--- src/rtl/cpu_types_pkg.sv ---
// Shared CPU-side types.
//   word_t      : 32-bit machine word used for addresses and data
//   arb_state_t : state encoding of the memory arbiter FSM
package cpu_types_pkg;

  typedef logic [31:0] word_t;

  typedef enum logic [1:0] {
    IDLE,
    DACC,
    IACC
  } arb_state_t;

endpackage

--- src/rtl/mem_arbiter.sv ---
// Memory arbiter: grants one of the data or instruction ports to a single
// RAM port (data has priority), models a fixed RAM latency of LAT cycles
// with a wait counter, and returns one-cycle ihit/dhit pulses.
// Ports:
//   CLK, RST          clock, asynchronous active-high reset
//   iREN, iaddr       instruction read request and address
//   dREN, dWEN        data read / write request (dWEN wins if both set)
//   daddr, dstore     data address and write data
//   ihit, dhit        completion pulses (never together, never in IDLE)
//   iload, dload      read data, valid only with the matching hit
//   ramREN, ramWEN    RAM strobes
//   ramaddr, ramstore RAM address / write data (pass-through of granted port)
//   ramload           RAM read data
// Parameters: LAT in 1..15, CW wide enough that 2**CW > LAT.
//
// state | meaning
// IDLE  | arbitration cycle, no RAM activity, outputs all zero
// DACC  | data port owns the RAM, counting down to dhit
// IACC  | instruction port owns the RAM, counting down to ihit
module mem_arbiter
  import cpu_types_pkg::*;
#(
  parameter int LAT = 2,
  parameter int CW  = 4
) (
  input  logic        CLK,
  input  logic        RST,
  input  logic        iREN,
  input  logic [31:0] iaddr,
  input  logic        dREN,
  input  logic        dWEN,
  input  logic [31:0] daddr,
  input  logic [31:0] dstore,
  output logic        ihit,
  output logic        dhit,
  output logic [31:0] iload,
  output logic [31:0] dload,
  output logic        ramREN,
  output logic        ramWEN,
  output logic [31:0] ramaddr,
  output logic [31:0] ramstore,
  input  logic [31:0] ramload
);

  localparam logic [CW-1:0] LAST = CW'(LAT - 1);

  arb_state_t    state;
  logic [CW-1:0] cnt;
  logic          dreq;

  assign dreq = dREN | dWEN;

  // A dropped request aborts the access in the same cycle; the next
  // cycle is always an IDLE arbitration cycle.
  always_ff @(posedge CLK or posedge RST) begin
    if (RST) begin
      state <= IDLE;
      cnt   <= '0;
    end else begin
      case (state)
        IDLE: begin
          cnt <= '0;
          if (dreq)      state <= DACC;
          else if (iREN) state <= IACC;
        end
        DACC: begin
          if (!dreq || cnt == LAST) state <= IDLE;
          else                      cnt   <= cnt + CW'(1);
        end
        IACC: begin
          if (!iREN || cnt == LAST) state <= IDLE;
          else                      cnt   <= cnt + CW'(1);
        end
        default: begin
          state <= IDLE;
          cnt   <= '0;
        end
      endcase
    end
  end

  // RAM signals are pass-through from the granted port, gated by the
  // request still being held so an abort cycle issues no strobe.
  always_comb begin
    ihit     = 1'b0;
    dhit     = 1'b0;
    iload    = '0;
    dload    = '0;
    ramREN   = 1'b0;
    ramWEN   = 1'b0;
    ramaddr  = '0;
    ramstore = '0;
    case (state)
      DACC: begin
        if (dreq) begin
          ramaddr = daddr;
          if (dWEN) begin
            ramWEN   = 1'b1;
            ramstore = dstore;
          end else begin
            ramREN = 1'b1;
          end
          if (cnt == LAST) begin
            dhit = 1'b1;
            if (!dWEN) dload = ramload;
          end
        end
      end
      IACC: begin
        if (iREN) begin
          ramaddr = iaddr;
          ramREN  = 1'b1;
          if (cnt == LAST) begin
            ihit  = 1'b1;
            iload = ramload;
          end
        end
      end
      default: ;
    endcase
  end

endmodule

--- config.mk ---
export PLATFORM = sky130hd
export DESIGN_NAME = mem_arbiter
export DESIGN_NICKNAME = d
export VERILOG_FILES = /design/src/rtl/cpu_types_pkg.sv /design/src/rtl/mem_arbiter.sv
export SDC_FILE = /design/constraint.sdc
export NUM_CORES = 1
export LEC_CHECK = 0
export CAP_MARGIN = 20
export CORE_AREA = 2 2 102 104
export DETAILED_ROUTE_END_ITERATION = 10
export DIE_AREA = 0 0 104 106
export GPL_ROUTABILITY_DRIVEN = 0
export SYNTH_ARGS = -nofsm -noshare
export SYNTH_HDL_FRONTEND = slang
export SYNTH_SLANG_ARGS = --single-unit
--- constraint.sdc ---
create_clock -name CLK -period 4.5 [get_ports CLK]
set_clock_uncertainty 0.05 [all_clocks]
set_input_delay 1.35 -clock CLK [delete_from_list [all_inputs] [get_ports CLK]]
set_output_delay 1.35 -clock CLK [all_outputs]
set_load 0.01 [all_outputs]
==> results of run 1 <==
-- worst register-to-register path: stages (launching register included) --
cell     delay, ns
dfrtp_1       0.37
inv_1         0.10
ha_1          0.35
buf_4         0.30
o21ai_0       0.16
a21oi_1       0.29
o22ai_1       0.11
a22o_1        0.19
-- power by group --
part / internal (mW) / switching [mW]
clock network: 0.0576 / 0.0250
registers: 0.0713 / 0.0168
logic: 0.565 / 0.486
total: 0.694 / 0.528
-- synth_stat cells (all sizes together) --
library cell	n	area, um2
dfrtp	6	150
a21boi	1	7.51
a32o	1	10.0
nand3b	1	7.51
o21ai	3	22.5
o2bb2ai	1	8.76
and3	63	394
nor2b	33	206
and2	34	215
clkbuf	20	75.1
a22o	1	8.76
o22ai	1	6.26
buf	8	58.8
o21a	1	7.51
nand2b	3	18.8
a22oi	32	240
nor2	9	33.8
nor3b	1	18.8
nand3	4	20.0
ha	5	62.6
nand2	4	15.0
mux2i	2	20.0
inv	5	18.8
a21oi	2	10.0
-- stage by stage --
step / power [mW] / std cells / area [um2] / setup slack (ns)
finish: 1.22 / 635 / 4710 / 0.0680
global route: 1.32 / 635 / 4710 / -0.00768
CTS: 1.23 / 628 / 4490 / 0.00112
detailed placement: 1.16 / 625 / 4460 / -0.0757
global placement: 1.15 / 625 / 4460 / -0.0751
floorplan: 0.651 / 241 / 1640 / 0.925
-- worst paths after layout --
kind	endpoint	slack (ns)	cells after the start
worst min register to register	cnt[0]	0.49	1
worst max register to register	state[0]	2.45	7
min in group asynchronous	cnt[0]	1.30	2
max in group asynchronous	state[0]	2.89	2
worst min-delay path	cnt[0]	0.49	1
worst max-delay path	iload[23]	0.07	5
-- cell type report --
class / count / area share [%]
clock buffers: 3 / 0.877
flip-flops and latches: 6 / 3.19
multi-input cells: 202 / 28.6
repair buffers: 283 / 63.3
inverters: 5 / 0.399
well taps: 136 / 3.62
-- cells by family (layout without fill, tap and decap cells) --
kind of cell / count (synthesis) / in the layout / synth area share [%]
fa+ha+maj: 5 / 5 / 3.82
compound gates: 43 / 43 / 19.6
mux: 2 / 2 / 1.22
flops: 6 / 6 / 9.17
buf+inv: 33 / 291 / 9.33
simple gates: 152 / 152 / 56.8
-- layer usage --
metal | track usage, % | up-vias | part of all wire (%)
met1 | 17.6 | 1274 | 40
met3 | 4.41 | 8 | 7.5
li1 | - | 1364 | -
met5 | 0 | - | 0
met4 | 2.12 | 0 | 0.75
met2 | 30.5 | 135 | 52
-- flip-flops by register name (all words and copies together), names as in the netlist --
signal,cells
cnt,4
state,2
-- timing repair --
| item | 4_1_cts | 5_1_grt |
|---|---|---|
| hold endpoints to repair | 0 | 0 |
| resized for setup | 10 | 56 |
| hold buffers | 0 | 0 |
| pin swaps | 0 | 1 |
| setup endpoints to repair | 10 | 54 |
| setup buffers | 0 | 5 |
| gates cloned | 0 | 2 |
==> out/metrics.cfg, run 1 <==
[sta]
period_share_pct=98.5
finalSetupTns_ns=0
max_clock_freq_mhz=226
hold_viol=0
maxSlewHeadroom_pct=77.1
worst_slew_pin_slew_ns=0.344
finalHoldWorstSlack_ns=0.495
setup_viol=0
finalCriticalPeriod_ns=4.43
drv_slew=0

[worst_setup_path]
crit_arrival_ns=3.03
critPathRequiredTime_ns=3.10
crit_family=buffers and inverters
crit_path_max_fanout=32
worst_setup_path_end_kind=primary output
crit_path_start=iREN
cp_common_cell=clkdlybuf4s50_1
critical_path_buf_inv_count=3
cp_slowest_stage_delay_ns=0.59
cp_cell_sequence=clkdlybuf4s50_1 -> and2_2 -> buf_12 -> and3_1 -> clkdlybuf4s50_1
path_class=in -> out
startpoint_type=input port
cp_slowest_cell=clkdlybuf4s50_1
r2r_start=state[1]

[grt]
grt.overflow.total=0
track_usage_pct=15.8
antenna_found_initial=0
grt_pass1_wl_um=14200
grt_pass1_vias=2707
grt_max_degree=39

[synthesis]
netlist-cell-type-count=27
synth_warnings=0
synth_area_um2=1640
syn_nets=379
netlist_instances=241
ys_seq_area_share_pct=9.17
ys_ff_latch=6
avgSynthCellArea_um2=6.79

[final_layout]
regArea_um2=150
syn2layout_area_growth_pct=188
antenna_cells=0
final_cell_mix=clkdlybuf4s50_1, and3_1, dlymetal6s2s_1
final_core_util_pct=47.1
fillerInstances=993
multiInputGateArea_um2=1350
fin_nets=639
mostFrequentLayoutCell=clkdlybuf4s50_1
final_layout_size_suffix_gt1_share_pct=5.81

[clock_network]
path_clk_slew_ns=0.04
h-tree-depth=1
numClockSinks=6
cts_root_buf=clkbuf_8
clk_path_buf_depth=2
cts_tree=yes
cts-buffers-inserted=3
clock_latency_ns=0.23

[placement]
dp_hpwl_um=7730
io_buffers=264

[min_path]
hold_class=reg -> reg
hold_start=cnt[0]

[drt]
firstDrtPassIters=6
ant_nets=0
vias_per_cell=4.38
vias=2781
drt-total-wl_um=9880
drc=0
wl_per_cell_um=15.6
dr.first_iter.drc_count=93

[status]
outcome=completed

[floorplan]
die_area_um2=11000
core_um2=10000
die_width_um=104
num_rows=37
ios=265
dieHeight_um=106
start_util_pct=16.4

[power_and_ir_drop]
vdd_drop_max_mv=0.200
cellPowerDensity_nw_per_um2=260
power_leakage_nw=2.89

[job]
max_cap_violations=0

(Power assumes the default switching activity.)
==> run 2: changes to the inputs <==
--- a/config.mk
+++ b/config.mk
@@ -10,6 +10,7 @@
 export DETAILED_ROUTE_END_ITERATION = 10
 export DIE_AREA = 0 0 104 106
 export GPL_ROUTABILITY_DRIVEN = 0
+export SLEW_MARGIN = 20
 export SYNTH_ARGS = -nofsm -noshare
 export SYNTH_HDL_FRONTEND = slang
 export SYNTH_SLANG_ARGS = --single-unit
==> results of run 2 <==
Final layout, timing and power as in run 1 (identical DEF).
